--- src/rtl/acc_pkg.sv ---
// Shared types and widths for the accumulate sequencer.
// ACC_SEQ_BIAS_EN adds the LOAD state used for the bias preload.
package acc_pkg;

    localparam int unsigned ACC_W = 16;
    localparam int unsigned OP_W  = 8;

`ifdef ACC_SEQ_BIAS_EN
    typedef enum logic [2:0] {
        S_IDLE  = 3'd0,
        S_CLR   = 3'd1,
        S_LOAD  = 3'd2,
        S_ACC   = 3'd3,
        S_FLUSH = 3'd4,
        S_CAP   = 3'd5,
        S_OUT   = 3'd6
    } state_t;
`else
    typedef enum logic [2:0] {
        S_IDLE  = 3'd0,
        S_CLR   = 3'd1,
        S_ACC   = 3'd3,
        S_FLUSH = 3'd4,
        S_CAP   = 3'd5,
        S_OUT   = 3'd6
    } state_t;
`endif

endpackage

--- src/rtl/acc_seq_if.sv ---
// Job, operand, accumulator and result signals of acc_seq.
// ACC_SEQ_BIAS_EN adds the bias input.
interface acc_seq_if #(
    parameter int unsigned LEN_W = 8
);
    import acc_pkg::*;

    logic             start;
    logic [LEN_W-1:0] len;
    logic             busy;
    logic             op_vld;
    logic             op_rdy;
    logic [OP_W-1:0]  op_a;
    logic [OP_W-1:0]  op_b;
    logic             acc_clr;
    logic             acc_vld;
    logic             load_vld;
    logic [ACC_W-1:0] acc_data;
    logic [ACC_W-1:0] load_data;
    logic [ACC_W-1:0] acc_q16;
    logic [OP_W-1:0]  acc_q8;
    logic             res_vld;
    logic             res_rdy;
    logic [ACC_W-1:0] res_int16;
    logic [OP_W-1:0]  res_int8;
`ifdef ACC_SEQ_BIAS_EN
    logic [ACC_W-1:0] bias;
`endif

    modport master (
`ifdef ACC_SEQ_BIAS_EN
        output bias,
`endif
        output start, len, op_vld, op_a, op_b, acc_q16, acc_q8, res_rdy,
        input  busy, op_rdy, acc_clr, acc_vld, load_vld, acc_data, load_data,
               res_vld, res_int16, res_int8
    );

    modport slave (
`ifdef ACC_SEQ_BIAS_EN
        input  bias,
`endif
        input  start, len, op_vld, op_a, op_b, acc_q16, acc_q8, res_rdy,
        output busy, op_rdy, acc_clr, acc_vld, load_vld, acc_data, load_data,
               res_vld, res_int16, res_int8
    );

endinterface

--- src/rtl/acc_mul_stage.sv ---
// Registered signed 8x8 multiply; one product per accepted beat, one cycle later.
module acc_mul_stage
    import acc_pkg::*;
(
    input  logic             clk,
    input  logic             rst_n,
    input  logic [OP_W-1:0]  i_op_a,
    input  logic [OP_W-1:0]  i_op_b,
    input  logic             i_accept,
    output logic             o_acc_vld,
    output logic [ACC_W-1:0] o_acc_data
);

    logic signed [ACC_W-1:0] w_a_ext;
    logic signed [ACC_W-1:0] w_b_ext;
    logic signed [ACC_W-1:0] w_prod;
    logic                    r_acc_vld;
    logic        [ACC_W-1:0] r_acc_data;

    // Sign-extend first so the 16-bit product is exact for every int8 pair
    assign w_a_ext = {{(ACC_W-OP_W){i_op_a[OP_W-1]}}, i_op_a};
    assign w_b_ext = {{(ACC_W-OP_W){i_op_b[OP_W-1]}}, i_op_b};
    assign w_prod  = w_a_ext * w_b_ext;

    always_ff @(posedge clk) begin
        if (!rst_n) begin
            r_acc_vld  <= 1'b0;
            r_acc_data <= '0;
        end else begin
            r_acc_vld <= i_accept;
            if (i_accept) begin
                r_acc_data <= w_prod;
            end
        end
    end

    assign o_acc_vld  = r_acc_vld;
    assign o_acc_data = r_acc_data;

endmodule

--- src/rtl/acc_seq.sv ---
// Sequencer feeding signed products to an external accumulator and capturing its result.
// ACC_SEQ_BIAS_EN inserts a one-cycle bias preload (LOAD) after the clear.
module acc_seq
    import acc_pkg::*;
#(
    parameter int unsigned LEN_W = 8
) (
    input  logic      clk,
    input  logic      rst_n,
    acc_seq_if.slave  bus
);

    state_t           r_state;
    state_t           w_state_nxt;
    logic [LEN_W-1:0] r_len;
    logic [LEN_W-1:0] r_count;
    logic [LEN_W-1:0] w_count_inc;
    logic             w_accept;
    logic             w_last;
    logic             w_len_zero;
    logic             r_busy;
    logic             r_op_rdy;
    logic             r_acc_clr;
    logic             r_res_vld;
    logic [ACC_W-1:0] r_res_int16;
    logic [OP_W-1:0]  r_res_int8;
    logic             w_acc_vld;
    logic [ACC_W-1:0] w_acc_data;
`ifdef ACC_SEQ_BIAS_EN
    logic [ACC_W-1:0] r_bias;
    logic             r_load_vld;
    logic [ACC_W-1:0] r_load_data;
`endif

    assign w_accept    = r_op_rdy & bus.op_vld;
    assign w_count_inc = r_count + LEN_W'(1);
    assign w_last      = (w_count_inc == r_len);
    assign w_len_zero  = (r_len == LEN_W'(0));

    always_ff @(posedge clk) begin
        if (!rst_n) begin
            r_state <= S_IDLE;
        end else begin
            r_state <= w_state_nxt;
        end
    end

    always_comb begin
        w_state_nxt = r_state;
        case (r_state)
            S_IDLE:  if (bus.start) w_state_nxt = S_CLR;
`ifdef ACC_SEQ_BIAS_EN
            S_CLR:   w_state_nxt = S_LOAD;
            S_LOAD:  w_state_nxt = w_len_zero ? S_FLUSH : S_ACC;
`else
            S_CLR:   w_state_nxt = w_len_zero ? S_FLUSH : S_ACC;
`endif
            S_ACC:   if (w_accept && w_last) w_state_nxt = S_FLUSH;
            S_FLUSH: w_state_nxt = S_CAP;
            S_CAP:   w_state_nxt = S_OUT;
            S_OUT:   if (r_res_vld && bus.res_rdy) w_state_nxt = S_IDLE;
            default: w_state_nxt = S_IDLE;
        endcase
    end

    // Control outputs are decoded from the next state so they align with r_state
    always_ff @(posedge clk) begin
        if (!rst_n) begin
            r_busy      <= 1'b0;
            r_op_rdy    <= 1'b0;
            r_acc_clr   <= 1'b0;
            r_res_vld   <= 1'b0;
            r_len       <= '0;
            r_count     <= '0;
            r_res_int16 <= '0;
            r_res_int8  <= '0;
        end else begin
            r_busy    <= (w_state_nxt != S_IDLE);
            r_op_rdy  <= (w_state_nxt == S_ACC);
            r_acc_clr <= (w_state_nxt == S_CLR);
            r_res_vld <= (w_state_nxt == S_OUT);
            if (r_state == S_IDLE && bus.start) begin
                r_len <= bus.len;
            end
            if (r_state == S_CLR) begin
                r_count <= '0;
            end else if (w_accept) begin
                r_count <= w_count_inc;
            end
            if (r_state == S_CAP) begin
                r_res_int16 <= bus.acc_q16;
                r_res_int8  <= bus.acc_q8;
            end
        end
    end

`ifdef ACC_SEQ_BIAS_EN
    // Bias is latched with the job; load_data only moves when LOAD is entered
    always_ff @(posedge clk) begin
        if (!rst_n) begin
            r_bias      <= '0;
            r_load_vld  <= 1'b0;
            r_load_data <= '0;
        end else begin
            r_load_vld <= (w_state_nxt == S_LOAD);
            if (r_state == S_IDLE && bus.start) begin
                r_bias <= bus.bias;
            end
            if (w_state_nxt == S_LOAD) begin
                r_load_data <= r_bias;
            end
        end
    end

    assign bus.load_vld  = r_load_vld;
    assign bus.load_data = r_load_data;
`else
    assign bus.load_vld  = 1'b0;
    assign bus.load_data = '0;
`endif

    acc_mul_stage u_mul (
        .clk        (clk),
        .rst_n      (rst_n),
        .i_op_a     (bus.op_a),
        .i_op_b     (bus.op_b),
        .i_accept   (w_accept),
        .o_acc_vld  (w_acc_vld),
        .o_acc_data (w_acc_data)
    );

    assign bus.busy      = r_busy;
    assign bus.op_rdy    = r_op_rdy;
    assign bus.acc_clr   = r_acc_clr;
    assign bus.acc_vld   = w_acc_vld;
    assign bus.acc_data  = w_acc_data;
    assign bus.res_vld   = r_res_vld;
    assign bus.res_int16 = r_res_int16;
    assign bus.res_int8  = r_res_int8;

endmodule

--- src/flat_wrapper.sv ---
// flat-port wrapper written by rule: the top's interface ports become plain ports
module acc_seq_flat import acc_pkg::*;
#(
    parameter int unsigned LEN_W = 8
)
  (clk, rst_n, bus_start, bus_len, bus_op_vld, bus_op_a, bus_op_b, bus_acc_q16, bus_acc_q8, bus_res_rdy, bus_busy, bus_op_rdy, bus_acc_clr, bus_acc_vld, bus_load_vld, bus_acc_data, bus_load_data, bus_res_vld, bus_res_int16, bus_res_int8);
  acc_seq_if #(.LEN_W(LEN_W)) bus_i ();
  input  logic clk;
  input  logic rst_n;
  input wire logic [$bits(bus_i.start)-1:0] bus_start;
  input wire logic [$bits(bus_i.len)-1:0] bus_len;
  input wire logic [$bits(bus_i.op_vld)-1:0] bus_op_vld;
  input wire logic [$bits(bus_i.op_a)-1:0] bus_op_a;
  input wire logic [$bits(bus_i.op_b)-1:0] bus_op_b;
  input wire logic [$bits(bus_i.acc_q16)-1:0] bus_acc_q16;
  input wire logic [$bits(bus_i.acc_q8)-1:0] bus_acc_q8;
  input wire logic [$bits(bus_i.res_rdy)-1:0] bus_res_rdy;
  output wire logic [$bits(bus_i.busy)-1:0] bus_busy;
  output wire logic [$bits(bus_i.op_rdy)-1:0] bus_op_rdy;
  output wire logic [$bits(bus_i.acc_clr)-1:0] bus_acc_clr;
  output wire logic [$bits(bus_i.acc_vld)-1:0] bus_acc_vld;
  output wire logic [$bits(bus_i.load_vld)-1:0] bus_load_vld;
  output wire logic [$bits(bus_i.acc_data)-1:0] bus_acc_data;
  output wire logic [$bits(bus_i.load_data)-1:0] bus_load_data;
  output wire logic [$bits(bus_i.res_vld)-1:0] bus_res_vld;
  output wire logic [$bits(bus_i.res_int16)-1:0] bus_res_int16;
  output wire logic [$bits(bus_i.res_int8)-1:0] bus_res_int8;
  assign bus_i.start = bus_start;
  assign bus_i.len = bus_len;
  assign bus_i.op_vld = bus_op_vld;
  assign bus_i.op_a = bus_op_a;
  assign bus_i.op_b = bus_op_b;
  assign bus_i.acc_q16 = bus_acc_q16;
  assign bus_i.acc_q8 = bus_acc_q8;
  assign bus_i.res_rdy = bus_res_rdy;
  assign bus_busy = bus_i.busy;
  assign bus_op_rdy = bus_i.op_rdy;
  assign bus_acc_clr = bus_i.acc_clr;
  assign bus_acc_vld = bus_i.acc_vld;
  assign bus_load_vld = bus_i.load_vld;
  assign bus_acc_data = bus_i.acc_data;
  assign bus_load_data = bus_i.load_data;
  assign bus_res_vld = bus_i.res_vld;
  assign bus_res_int16 = bus_i.res_int16;
  assign bus_res_int8 = bus_i.res_int8;
  acc_seq #(.LEN_W(LEN_W)) u_core (.clk(clk), .rst_n(rst_n), .bus(bus_i));
endmodule
--- config.mk ---
export PLATFORM = sky130hd
export DESIGN_NAME = acc_seq_flat
export DESIGN_NICKNAME = d
export VERILOG_FILES = /design/src/rtl/acc_pkg.sv /design/src/rtl/acc_seq_if.sv /design/src/rtl/acc_mul_stage.sv /design/src/rtl/acc_seq.sv /design/src/flat_wrapper.sv
export SDC_FILE = /design/constraint.sdc
export NUM_CORES = 1
export LEC_CHECK = 0
export ABC_CLOCK_PERIOD_IN_PS = 6900
export CAP_MARGIN = 10
export CORE_MARGIN = 2
export CORE_UTILIZATION = 25
export CTS_CLUSTER_DIAMETER = 30
export CTS_CLUSTER_SIZE = 20
export DETAILED_ROUTE_END_ITERATION = 8
export GPL_TIMING_DRIVEN = 0
export MAX_ROUTING_LAYER = met4
export SETUP_SLACK_MARGIN = 0.05
export SLEW_MARGIN = 20
export SYNTH_ARGS = -nofsm -noshare
export SYNTH_HDL_FRONTEND = slang
export SYNTH_HIERARCHICAL = 1
export SYNTH_SLANG_ARGS = --single-unit
--- constraint.sdc ---
create_clock -name clk -period 6.9 [get_ports clk]
set_clock_uncertainty 0.05 [all_clocks]
set_input_delay 1.38 -clock clk [delete_from_list [all_inputs] [get_ports clk]]
set_output_delay 1.38 -clock clk [all_outputs]
set_load 0.02 [all_outputs]
== After elaboration in Yosys (flattened, before gate mapping) ==
Index checks and enable logic that the tools add are counted.

* Word-level logic and storage cells: 36
* Output and inout bits: 62
* Bits of input ports: 53
* Register bits: 64

* Mux-type cells: 5
* Bitwise gates (word level): 2
* Eq/ne operators: 9
* Add/sub/neg operators: 1
* $mul: 1
* Reductions and logical operators: 7

{| class="wikitable"
|+ Operators with widths
! kind !! count
|-
| $pmux W3 S6 || 1
|-
| $mul A8 B8 Y16 || 1
|-
| $eq A3 B3 Y1 const B || 4
|-
| $mux W3 || 4
|-
| $add A8 B1 Y8 const B || 1
|-
| $eq A8 B8 Y1 || 1
|-
| $logic_not A8 Y1 || 1
|-
| $eq A3 B1 Y1 const B || 2
|-
| $eq A3 B2 Y1 const B || 2
|-
| $logic_and A1 B1 Y1 || 3
|-
| $logic_not A3 Y1 || 1
|-
| $reduce_bool A3 Y1 || 1
|-
| $reduce_or A2 Y1 || 1
|-
| $and A1 B1 Y1 || 1
|-
| $not A1 Y1 || 1
|}

== Logic depth before layout (Yosys ltp) ==
Gate-level depths: netlist of run 1.

* Word-level depth: 6
* Gate-level depth with buffers: 17
* Depth with buffers taken out: 17

== Hierarchy ==
Netlist of run 1, hierarchy kept.

{| class="wikitable"
|+ Modules (own cells, without submodules)
! module !! times used !! sequential area each (um^2) !! area an instance (um^2) !! cells each
|-
| acc_mul_stage || 1 || 340.3 || 3,190.6 || 348
|-
| acc_seq || 1 || 940.9 || 2,203.4 || 265
|}

== Worst setup path before layout of run 1 ==
OpenSTA, ideal clock, no wires.

* Path type: input port to flip-flop
* Start point: input port bus_op_b[3]
* End point: register u_core.u_mul.r_acc_data[15] (netlist: u_core/u_mul/o_acc_data[15])
* Stages: 15
* Library setup time: 128 ps
* Slack: 1,689 ps
* Path buffers: 0
* Required time: 6,722 ps
* Arrival time: 5,033 ps
* Path through: and2_1 > fa_1 > inv_1 > fa_1 > inv_1 > fa_1 > inv_1 > fa_1 > inv_1 > ha_1 > a21o_1 > or3_4 > o22ai_2 > or3_1 > a31oi_1

* Word-level cells in the longest chain between the ends: 1

{| class="wikitable"
|+ Ends and longest elaborated chain
! element !! line !! text
|-
| start: declaration || flat_wrapper.sv:14 || <nowiki>input wire logic [$bits(bus_i.op_b)-1:0] bus_op_b;</nowiki>
|-
| $mul A8 B8 Y16 || acc_mul_stage.sv:23 || <nowiki>assign w_prod = w_a_ext * w_b_ext;</nowiki>
|-
| end signal: assignment || acc_mul_stage.sv:32 || <nowiki>r_acc_data <= w_prod;</nowiki>
|-
| end: declaration || acc_mul_stage.sv:18 || <nowiki>logic [ACC_W-1:0] r_acc_data;</nowiki>
|}

No other way between the ends.
A chain may end at the register's enable or synchronous reset.

== Worst setup path after layout of run 1 ==
Same ends and word-level chain as after synthesis.

==> impl_results.md, run 1 <==
- Status: complete, no violations
- PostCTS Resize Cnt: 0
- Worst setup EP type: register
- DRC Markers: 0
- R2r setup slk: 4.84 ns
- WL/cell: between 10 and 15 µm
- Core Box Area: 21100 µm²
- Initial Util: 0.256
- Buf/Inv on CP: 5
- Vias: between 4000 and 5000
- Post-synth EDFFs: 0
- Synthesized area per cell: 8.80 µm²
- Sequential area share after synthesis: 0.238
- Port bufs: 97
- Final GP Congestion: 0.759
- Synth async-reset ratio: 0
- Antenna diodes: 0
- WHS Endpoint: u_core/bus.res_int8[0]$_SDFFE_PN0N_
- Routed Wire Length: 12.2 mm
- Worst-path cell chain: clkdlybuf4s50_1 -> and2_1 -> fa_1 -> inv_1 -> fa_1 -> inv_1 -> fa_1 -> inv_1 -> fa_1 -> inv_1 -> ha_1 -> o211ai_1 -> nor2_1 -> o22ai_2 -> or3_1 -> a31oi_1
- Clk slew on worst S/H paths: 0.05 ns
- Die Area: 22800 µm²
- # hold bufs at CTS: 0
- Worst Setup Start Kind: primary input
- Fmax: 171 MHz
- Clock root buffer: clkbuf_16
- Die Span Y: 151 µm
- Clock sinks: 64
- Power Dens Cells: 270 nW/µm²
- Period utilisation layout: 0.846
- Synth area leader: dfxtp_1
- Slew @ Worst Pin: 0.669 ns
- Hold path cells: 2
- Post-CTS setup repair buffer count: 0
- Final setup margin: 1.06 ns
- Slew HR: 0.553
- Rows: 53
- Minimum clock period: 5.84 ns
- CP Data Required Time: 7.09 ns
- Drt via density: approximately 4.3
- CTS tree: yes
- Synth Flop Type: dfxtp_1
- Chip width: 151 µm
- Leak Pwr: 2.94 nW
- Post-layout nets: 875
- Synthesized flop and latch total: 64
- Total grt overflow: 0
- Final Max Tran Viols: 0
- Reg2reg path depth: 6
- Post-DP HPWL: ~9.8 mm
- R2r startpoint: u_core/r_count[0]$_SDFFE_PP0P_
- Vias in the first global route: 4343
- Final Hold Viols: 0
- Peak VDD IR: 0.000153 V
- P&R area growth vs syn: 30.8%
- Worst Path Arrival: 6.04 ns
- Setup WS pre-CTS: 0.736 ns
- Final Setup Violations: 0
- Largest net degree at the start of global routing: 12
- H-Tree Depth: 3
- Worst-Skew Late Latency: 0.32 ns
- Critical Path Fanout Max: 8
- CTS Buf Count: 9
- # IOs: 115
- Setup_tns: 0 ns
- Unrepaired setup endpoints after global routing: no
- CP top delay family: adder cells
- Routed Antenna Nets: 0
- Fillers: ~2200
- Pre-antenna DRT Iters: 4
- Reg2reg end: u_core/bus.op_rdy$_SDFF_PN0_
- Layout cells sized above 1: 0.0769
- Worst hold start: u_core/bus.res_int8[0]$_SDFFE_PN0N_
- Gate Count Post-Synth: 613
- Number of max-cap violations: 0
- Distinct cells, synth: 60
- WHS: 0.404 ns
- Synth warn: 6
- Area share of the largest cell type after synthesis: 0.238
- Antenna violations before repair: 0
- Crit path max-delay cell type: fa_1
- Drt initial violations: 120
- Leading post-synthesis cells by cell area: dfxtp_1, fa_1, ha_1
- Global-route wire length before repair: 20.9 mm
- HP Class: reg -> reg
- Critical path's largest stage delay: 0.58 ns
- GRT Total Usage: 0.118
- Worst-case clock buffer depth: 2
- Area of the mapped netlist: approximately 5400 µm²
- Crit Path Category: in -> reg
[kinds of logic after synthesis]
family,Yosys count,share of synthesized area
AND/OR/NAND/NOR,220,0.208
XOR/XNOR,27,0.0466
buffers and inverters,122,0.0988
AO/OA/AOI/OAI,86,0.119
adder cells (fa/ha/maj),86,0.276
other,1,0.000695
flip-flops,64,0.238
multiplexers,7,0.0132
[final cells by class]
class | count | area, µm² | area share
inverters | 88 | 330 | 0.0468
plain buffers | 34 | 203 | 0.0287
clock inverters | 5 | 58.8 | 0.00833
well taps | 275 | 344 | 0.0488
repair buffers | 97 | 971 | 0.138
multi-input cells | 443 | 3640 | 0.516
flip-flops and latches | 64 | 1280 | 0.182
clock buffers | 10 | 229 | 0.0324
[flip-flops by register name, summed over array words and instances, names as in the netlist, 3 cells and up]
signal                   cells
u_core/bus.res_int16        16
u_core/bus.res_int8          8
u_core/r_count               8
u_core/r_len                 8
u_core/r_state               3
u_core/u_mul/o_acc_data     16
[stage by stage]
| step | total power [W] | cells | util | area (µm²) |
|---|---|---|---|---|
| 6_report | 0.00191 | 1016 | 0.335 | 7060 |
| 5_1_grt | 0.00210 | 1016 | 0.335 | 7060 |
| 4_1_cts | 0.00194 | 1016 | 0.335 | 7060 |
| 3_5_place_dp | 0.00148 | 1001 | 0.321 | 6770 |
| 3_3_place_gp | 0.00147 | 1001 | 0.321 | 6770 |
| 2_1_floorplan | 0.00122 | 629 | - | 5450 |
[synth_stat cells (2+ instances only)]
cell type and count:
nor2_1 17, a21oi_1 6, nand4_1 2, nor2b_1 16, and2_1 46, o21a_1 5, buf_4 17, xor2_1 11
xnor2_2 2, ha_1 30, a21o_1 3, nand3_2 2, a21boi_0 28, a211oi_1 2, nand2b_1 3, clkinv_1 2
dfxtp_1 64, clkbuf_1 8, buf_2 9, a21boi_1 6, a31oi_1 5, o21ai_0 10, mux2i_1 6, nor4_1 4
nand3_1 7, or3_1 2, nand2_1 97, fa_1 55, nor3_1 9, xnor2_1 14, o211ai_1 8, o31ai_1 2
inv_1 86, and4_1 2, o311a_1 2
[metal layers]
metal,vias to the layer above,routed length (µm),track usage
li1,2179,-,-
met3,10,765,0.0361
met2,86,5710,0.189
met4,0,80,0.0196
met5,-,0,-
met1,2064,5620,0.149
[worst max-delay path by stage]
stage,from,cells past startpoint,slack [ns],end
global placement,bus_op_b[3],16,0.73,u_core/u_mul/o_acc_data[15]$_SDFFE_PN0P_
detailed placement,bus_op_b[2],17,0.74,u_core/u_mul/o_acc_data[15]$_SDFFE_PN0P_
CTS,bus_op_b[2],17,1.03,u_core/u_mul/o_acc_data[15]$_SDFFE_PN0P_
floorplan,bus_op_b[3],15,1.69,u_core/u_mul/o_acc_data[15]$_SDFFE_PN0P_
finish,bus_op_b[3],16,1.06,u_core/u_mul/o_acc_data[15]$_SDFFE_PN0P_
global route,bus_op_b[2],17,0.77,u_core/u_mul/o_acc_data[15]$_SDFFE_PN0P_
[tightest hold or removal path: stages, from the launching register on]
cell and delay [ns]:
dfxtp_1 0.30, nand2_1 0.05, a21boi_1 0.05
[cell usage in the layout (no fill, tap or decap), types with 28 or more instances in the layout]
master	n
and2_1	46
dfxtp_1	64
inv_1	86
a21boi_0	28
nand2_1	97
clkdlybuf4s50_1	97
fa_1	55
ha_1	30
[power breakdown]
part	switching [W]	internal, W	total [W]
sequential	0.0000215	0.000406	0.000427
combinational	0.000586	0.000451	0.00104
clock	0.000165	0.000277	0.000442
total	0.000772	0.00113	0.00191
No activity file was read; power rests on OpenSTA's default activity.
==> inputs of run 2 (changes only) <==
--- a/config.mk
+++ b/config.mk
@@ -5,7 +5,7 @@
 export SDC_FILE = /design/constraint.sdc
 export NUM_CORES = 1
 export LEC_CHECK = 0
-export ABC_CLOCK_PERIOD_IN_PS = 6900
+export ABC_CLOCK_PERIOD_IN_PS = 6100
 export CAP_MARGIN = 10
 export CORE_MARGIN = 2
 export CORE_UTILIZATION = 25
==> constraint.sdc (replaced) <==
create_clock -name clk -period 6.1 [get_ports clk]
set_clock_uncertainty 0.05 [all_clocks]
set_input_delay 1.22 -clock clk [delete_from_list [all_inputs] [get_ports clk]]
set_output_delay 1.22 -clock clk [all_outputs]
set_load 0.02 [all_outputs]
==> results of run 2 <==
Same layout as run 1 (identical final DEF). Status: complete, no violations.
Among the figures that moved: setup slack after placement 0.736 ns -> 0.0956 ns; setup slack after layout 1.06 ns -> 0.420 ns; register-to-register setup slack 4.84 ns -> 4.04 ns; total power 0.00191 W -> 0.00216 W; worst IR drop on VDD 0.000153 V -> 0.000173 V
